`config.mk`:
```
export PLATFORM = sky130hd
export DESIGN_NAME = uart_cmd_responder
export DESIGN_NICKNAME = d
export VERILOG_FILES = /design/src/rtl/uart_cmd_responder.sv
export SDC_FILE = /design/constraint.sdc
export NUM_CORES = 1
export LEC_CHECK = 0
export ABC_AREA = 1
export BUFFER_PORTS_ARGS = -buffer_cell sky130_fd_sc_hd__buf_2
export CAP_MARGIN = 20
export CORE_UTILIZATION = 64
export DETAILED_ROUTE_END_ITERATION = 8
export GPL_ROUTABILITY_DRIVEN = 0
export MAX_ROUTING_LAYER = met4
export PLACE_DENSITY = 0.84
export SLEW_MARGIN = 20
export SYNTH_ARGS = -nofsm -noshare
export SYNTH_HDL_FRONTEND = slang
export SYNTH_SLANG_ARGS = --single-unit
```
`constraint.sdc`:
```
create_clock -name clk -period 3.4 [get_ports clk]
set_input_delay 0.17 -clock clk [delete_from_list [all_inputs] [get_ports clk]]
set_output_delay 0.17 -clock clk [all_outputs]
set_load 0.02 [all_outputs]
```
`src/rtl/uart_cmd_responder.sv`:
```
// Knight-side UART endpoint: assembles 16-bit commands from two 8N1 bytes (high byte first)
// and serialises 8-bit response bytes back to the host. RX and TX paths are independent.
module uart_cmd_responder #(
  parameter int unsigned BAUD_DIV     = 2604,
  parameter int unsigned TIMEOUT_BITS = 20
) (
  input  logic        clk,
  input  logic        rst,
  input  logic        RX,
  output logic        TX,
  output logic [15:0] cmd,
  output logic        cmd_rdy,
  input  logic        clr_cmd_rdy,
  input  logic [7:0]  resp,
  input  logic        send_resp,
  output logic        resp_sent,
  output logic        tx_busy,
  output logic        frm_err
);

  localparam int unsigned CntW   = (BAUD_DIV > 1) ? $clog2(BAUD_DIV) : 1;
  localparam int unsigned TmoMax = TIMEOUT_BITS * BAUD_DIV;
  localparam int unsigned TmoW   = $clog2(TmoMax + 1);

  localparam logic [CntW-1:0] BaudLast = CntW'(BAUD_DIV - 1);
  localparam logic [CntW-1:0] BaudHalf = CntW'(BAUD_DIV / 2 - 1);
  localparam logic [TmoW-1:0] TmoLast  = TmoW'(TmoMax);

  typedef enum logic [1:0] {RxIdle, RxStart, RxData, RxStop} rx_state_e;
  typedef enum logic       {CmdWaitHi, CmdWaitLo}           cmd_state_e;
  typedef enum logic       {TxIdle, TxXmit}                 tx_state_e;

  // ---------------------------------------------------------------------------
  // RX synchroniser and start-edge detect
  // ---------------------------------------------------------------------------
  logic rx_meta_q, rx_sync_q, rx_prev_q;
  logic start_edge;

  // Two-flop synchroniser plus one delayed copy for edge detection; presets to idle-high.
  always_ff @(posedge clk) begin
    if (rst) begin
      rx_meta_q <= 1'b1;
      rx_sync_q <= 1'b1;
      rx_prev_q <= 1'b1;
    end else begin
      rx_meta_q <= RX;
      rx_sync_q <= rx_meta_q;
      rx_prev_q <= rx_sync_q;
    end
  end

  rx_state_e       rx_state_q, rx_state_d;
  logic [CntW-1:0] rx_cnt_q, rx_cnt_d;
  logic [2:0]      rx_bits_q, rx_bits_d;
  logic [7:0]      rx_shift_q, rx_shift_d;
  logic            byte_stb;
  logic            stop_bad;
  logic            frm_err_q;

  assign start_edge = (rx_state_q == RxIdle) && rx_prev_q && !rx_sync_q;

  // ---------------------------------------------------------------------------
  // RX byte engine
  // ---------------------------------------------------------------------------
  // RX state register, bit-time counter and data shift register.
  always_ff @(posedge clk) begin
    if (rst) begin
      rx_state_q <= RxIdle;
      rx_cnt_q   <= '0;
      rx_bits_q  <= '0;
      rx_shift_q <= '0;
      frm_err_q  <= 1'b0;
    end else begin
      rx_state_q <= rx_state_d;
      rx_cnt_q   <= rx_cnt_d;
      rx_bits_q  <= rx_bits_d;
      rx_shift_q <= rx_shift_d;
      frm_err_q  <= stop_bad;
    end
  end

  // RX next state: half-bit to the start sample, then one sample per bit time.
  always_comb begin
    rx_state_d = rx_state_q;
    rx_cnt_d   = rx_cnt_q + CntW'(1);
    rx_bits_d  = rx_bits_q;
    rx_shift_d = rx_shift_q;
    byte_stb   = 1'b0;
    stop_bad   = 1'b0;
    case (rx_state_q)
      RxIdle: begin
        rx_cnt_d = '0;
        if (start_edge) rx_state_d = RxStart;
      end
      RxStart: begin
        if (rx_cnt_q == BaudHalf) begin
          rx_cnt_d   = '0;
          rx_bits_d  = '0;
          // A high start sample is a line glitch, not a frame.
          rx_state_d = rx_sync_q ? RxIdle : RxData;
        end
      end
      RxData: begin
        if (rx_cnt_q == BaudLast) begin
          rx_cnt_d   = '0;
          rx_shift_d = {rx_sync_q, rx_shift_q[7:1]};
          rx_bits_d  = rx_bits_q + 3'd1;
          if (rx_bits_q == 3'd7) rx_state_d = RxStop;
        end
      end
      RxStop: begin
        if (rx_cnt_q == BaudLast) begin
          // Back to idle mid stop bit so an immediately following start edge is caught.
          rx_state_d = RxIdle;
          if (rx_sync_q) byte_stb = 1'b1;
          else           stop_bad = 1'b1;
        end
      end
      default: rx_state_d = RxIdle;
    endcase
  end

  assign frm_err = frm_err_q;

  // ---------------------------------------------------------------------------
  // Command assembly
  // ---------------------------------------------------------------------------
  cmd_state_e      cmd_state_q, cmd_state_d;
  logic [7:0]      hi_q, hi_d;
  logic [TmoW-1:0] tmo_q, tmo_d;
  logic [15:0]     cmd_q, cmd_d;
  logic            cmd_rdy_q, cmd_rdy_d;

  // Command FSM state, held high byte, inter-byte timeout and output command registers.
  always_ff @(posedge clk) begin
    if (rst) begin
      cmd_state_q <= CmdWaitHi;
      hi_q        <= '0;
      tmo_q       <= '0;
      cmd_q       <= '0;
      cmd_rdy_q   <= 1'b0;
    end else begin
      cmd_state_q <= cmd_state_d;
      hi_q        <= hi_d;
      tmo_q       <= tmo_d;
      cmd_q       <= cmd_d;
      cmd_rdy_q   <= cmd_rdy_d;
    end
  end

  // Command next state; the set of cmd_rdy is written last so it wins over any clear.
  always_comb begin
    cmd_state_d = cmd_state_q;
    hi_d        = hi_q;
    tmo_d       = tmo_q;
    cmd_d       = cmd_q;
    cmd_rdy_d   = cmd_rdy_q;
    if (clr_cmd_rdy) cmd_rdy_d = 1'b0;
    case (cmd_state_q)
      CmdWaitHi: begin
        tmo_d = '0;
        if (start_edge) cmd_rdy_d = 1'b0;
        if (byte_stb) begin
          hi_d        = rx_shift_q;
          cmd_state_d = CmdWaitLo;
        end
      end
      CmdWaitLo: begin
        if (byte_stb) begin
          cmd_d       = {hi_q, rx_shift_q};
          cmd_rdy_d   = 1'b1;
          cmd_state_d = CmdWaitHi;
        end else if (tmo_q == TmoLast) begin
          cmd_state_d = CmdWaitHi;
        end else if ((rx_state_q == RxIdle) && !start_edge) begin
          // Only line-idle time counts; the count freezes once a low byte starts.
          tmo_d = tmo_q + TmoW'(1);
        end
      end
      default: cmd_state_d = CmdWaitHi;
    endcase
  end

  assign cmd     = cmd_q;
  assign cmd_rdy = cmd_rdy_q;

  // ---------------------------------------------------------------------------
  // TX engine
  // ---------------------------------------------------------------------------
  tx_state_e       tx_state_q, tx_state_d;
  logic [9:0]      tx_shift_q, tx_shift_d;
  logic [CntW-1:0] tx_cnt_q, tx_cnt_d;
  logic [3:0]      tx_bits_q, tx_bits_d;
  logic            tx_done;

  // TX state, frame shift register (all ones when idle so TX rests high) and counters.
  always_ff @(posedge clk) begin
    if (rst) begin
      tx_state_q <= TxIdle;
      tx_shift_q <= '1;
      tx_cnt_q   <= '0;
      tx_bits_q  <= '0;
    end else begin
      tx_state_q <= tx_state_d;
      tx_shift_q <= tx_shift_d;
      tx_cnt_q   <= tx_cnt_d;
      tx_bits_q  <= tx_bits_d;
    end
  end

  // TX next state: load {stop, data, start}, shift one bit per bit time, ten bits in all.
  always_comb begin
    tx_state_d = tx_state_q;
    tx_shift_d = tx_shift_q;
    tx_cnt_d   = tx_cnt_q;
    tx_bits_d  = tx_bits_q;
    tx_done    = 1'b0;
    case (tx_state_q)
      TxIdle: begin
        tx_cnt_d  = '0;
        tx_bits_d = '0;
        if (send_resp) begin
          tx_shift_d = {1'b1, resp, 1'b0};
          tx_state_d = TxXmit;
        end
      end
      TxXmit: begin
        tx_cnt_d = tx_cnt_q + CntW'(1);
        if (tx_cnt_q == BaudLast) begin
          tx_cnt_d   = '0;
          tx_shift_d = {1'b1, tx_shift_q[9:1]};
          tx_bits_d  = tx_bits_q + 4'd1;
          if (tx_bits_q == 4'd9) begin
            tx_done    = 1'b1;
            tx_state_d = TxIdle;
          end
        end
      end
      default: tx_state_d = TxIdle;
    endcase
  end

  assign TX        = tx_shift_q[0];
  assign tx_busy   = (tx_state_q == TxXmit);
  assign resp_sent = tx_done;

endmodule

```
==> impl_metrics.tcl <==
set metrics [dict create \
    drtPass1Iterations 4 \
    grt_pass1_wl_um 15700 \
    hold_buffers 0 \
    n_fill_cell 534 \
    die_h_um 85.2 \
    fp.dieArea_mm2 0.00726 \
    io_buffers 33 \
    vias 4004 \
    overflow 0 \
    end_kind "register" \
    max_cap_viol_count 0 \
    hold_viol 0 \
    min-delay-start "RX" \
    p_leak_nw 1.77 \
    grt_max_degree 43 \
    finish.utilization_pct 73.5 \
    postRouteWirelength_um 9020 \
    yosys-top-cells-area "dfxtp_1, a21oi_1, nand2_1, nor2_1, nand3_1" \
    clkLatencyLatePin_ns 0.35 \
    synth_top_family_by_area "simple AND/OR/NAND/NOR gates" \
    io_pins 34 \
    cts_buffer_depth 2 \
    timing.setup.critical_path_class "input port to register" \
    synth_cell_types 44 \
    drtIter0Drc 208 \
    r2r_cells 10 \
    ys_warn_count 0 \
    ir_worst_vdd_mv 0.409 \
    grt_usage_pct 27.5 \
    post-route-min-period_ns 2.09 \
    rrSetupSlack_ns 1.45 \
    synth_edf_count 0 \
    yosysTopAreaCell "dfxtp_1" \
    synth_fp_nets 614 \
    cp-start-kind "input port" \
    synthFlopType "dfxtp_1" \
    min_path_cells 2 \
    cts_buffers 9 \
    cts-root-buf "clkbuf_8" \
    synth-xor-area-share_pct 1.38 \
    cp.arrival_ns 2.31 \
    ys_seq_area_share_pct 43.8 \
    finalCritPeriodShare_pct 61.4 \
    synth_compound_area_share_pct 15.9 \
    multi_input_area_mm2 0.00215 \
    cts.sinks 97 \
    dp_hpwl_um 6230 \
    postCtsSetupRepairBufs 0 \
    fin_worst_skew_ns 0.0113 \
    synth_mux_area_share_pct 0 \
    coreArea_mm2 0.00653 \
    synthArstFlopShare_pct 0 \
    ys_ff_latch 97 \
    syn_area_per_cell_um2 7.48 \
    yosys.area_share.simple_pct 28.7 \
    crit_path_max_fanout 42 \
    max_freq_mhz 479 \
    die_w_um 85.2 \
    power_density_mw_per_mm2 422 \
    max_slew_margin_pct 31.8 \
    slowest_delay_ns 0.93 \
    drcViolationCount 0 \
    whs_endpoint "rx_meta_q" \
    cts_resized 0 \
    min_path_type "input port to register" \
    crit_required_ns 3.62 \
    initial_core_util_pct 67.8 \
    cts.clk_slew.worst_paths_ns 0.09 \
    rsz0062_at_grt "false" \
    ff_latch_area_mm2 0.00194 \
    rows 29 \
    viasPerCell 5.71 \
    cts-htree-levels 3 \
    r2r-start "rx_cnt_q[0]" \
    post_route_cells_drive_above_1_share_pct 13.5 \
    tritoncts "done" \
    antenna_found_initial 0 \
    synth_area_mm2 0.00443 \
    ant_nets 0 \
    wl_per_cell_um 12.9 \
    synth_fa_ha_area_share_pct 2.54 \
    nNetsFinal 641 \
    cp_cell_sequence "buf_2 > clkinv_1 > nand2_1 > nor2_1" \
    grt_pass1_vias 3725 \
    syn2layout_area_growth_pct 8.33 \
    crit_slowest_cell "clkinv_1" \
    syn_inst 592 \
    yosysTopAreaCellShare_pct 43.8 \
    setup-violations-final 0 \
    num_antenna_cells 0 \
    fin_setup_tns_ns 0 \
    r2r-end "cmd[2]" \
    drv_slew 0 \
    outcome "complete, no violations" \
    tightest_slew_ns 1.02 \
]
synthesized netlist by cell type (2+ instances only):
cell,instances
nand3_1,45
inv_1,55
dfxtp_1,97
clkbuf_1,9
nor3_1,18
inv_2,4
ha_1,9
o211ai_1,9
nand2_2,5
nor2_2,3
nor3_2,2
nor2_1,71
a21oi_1,67
a31oi_1,2
o21ai_1,10
inv_4,2
or2_2,11
xor2_1,6
nor3b_1,2
buf_6,3
o21ai_0,33
buf_2,2
nand4_1,19
nand2_4,2
nand2_1,84
and3_1,2
buf_4,3
layout by cell type, fill, tap and decap left out, types with 9 or more instances in the layout:
cell / instances
nor2_1: 71
o21ai_1: 10
clkbuf_8: 10
nor3_1: 18
o211ai_1: 9
buf_2: 33
nand4_1: 19
a21oi_1: 67
nand3_1: 45
o21ai_0: 33
or2_2: 11
ha_1: 9
nand2_1: 84
dfxtp_1: 97
inv_1: 54
routing by layer:
layer / routed length [µm] / GRT usage (%)
met1: 4040 / 31.7
met2: 4550 / 49.1
met3: 380 / 5.06
met4: 48 / 7.09
met5: 0 / -
worst max path at each step:
| stage | startpoint | to | slack (ns) | depth (start not counted) |
|---|---|---|---|---|
| after floorplan | rx_cnt_q[0] | cmd[7] | 1.88 | 11 |
| after global placement | rst | rx_cnt_q[7] | 1.30 | 4 |
| after detailed placement | rst | rx_cnt_q[7] | 1.23 | 4 |
| after CTS | tx_cnt_q[0] | resp_sent | 1.36 | 6 |
| after global routing | rst | rx_cnt_q[10] | 1.09 | 4 |
| final | rst | rx_cnt_q[9] | 1.31 | 4 |
kinds of logic (layout without fill, tap and decap cells):
family | count (synthesis) | after routing
buffers and inverters | 80 | 112
XOR/XNOR | 7 | 7
flip-flops | 97 | 97
AND/OR/NAND/NOR | 270 | 270
adder cells (fa/ha/maj) | 9 | 9
AO/OA/AOI/OAI | 129 | 129
critical path, delay by kind of cell:
kind	cells	cell delay [ns]
simple gates	2	0.82
buf+inv	2	1.31
metrics by stage:
stage / instances / total power, mW / setup WS (ns) / instance area, µm² / hold slack (ns)
final: 701 / 2.03 / 1.31 / 4800 / 0.0194
after global routing: 701 / 2.10 / 1.09 / 4800 / 0.00843
after CTS: 701 / 2.04 / 1.36 / 4800 / 0.0106
after detailed placement: 685 / 1.29 / 1.23 / 4600 / 0.380
after global placement: 685 / 1.29 / 1.30 / 4600 / 0.361
after floorplan: 592 / 1.27 / 1.88 / 4430 / 0.274
registers in the layout, indices dropped and copies added, names as in the netlist, 3 cells and up, named ones only:
signal / cells
tmo_q: 16
tx_shift_q: 9
hi_q: 8
rx_cnt_q: 12
rx_bits_q: 3
tx_cnt_q: 12
cmd: 16
rx_shift_q: 8
tx_bits_q: 4
power breakdown:
part           total, mW  switching (mW)  leakage (nW)  internal (mW)
sequential          1.16          0.0131         0.785           1.15
combinational      0.105          0.0704         0.886         0.0348
clock              0.757           0.392        0.0966          0.366
total               2.03           0.475          1.77           1.55
layout make-up:
class	count	area share, %
Timing Repair Buffer	34	3.60
Inverter	62	4.95
Tap cell	77	2.01
Clock inverter	5	1.30
Clock buffer	11	2.95
Multi-Input combinational cell	415	44.7
Sequential cell	97	40.5
(Power assumes the default switching activity.)
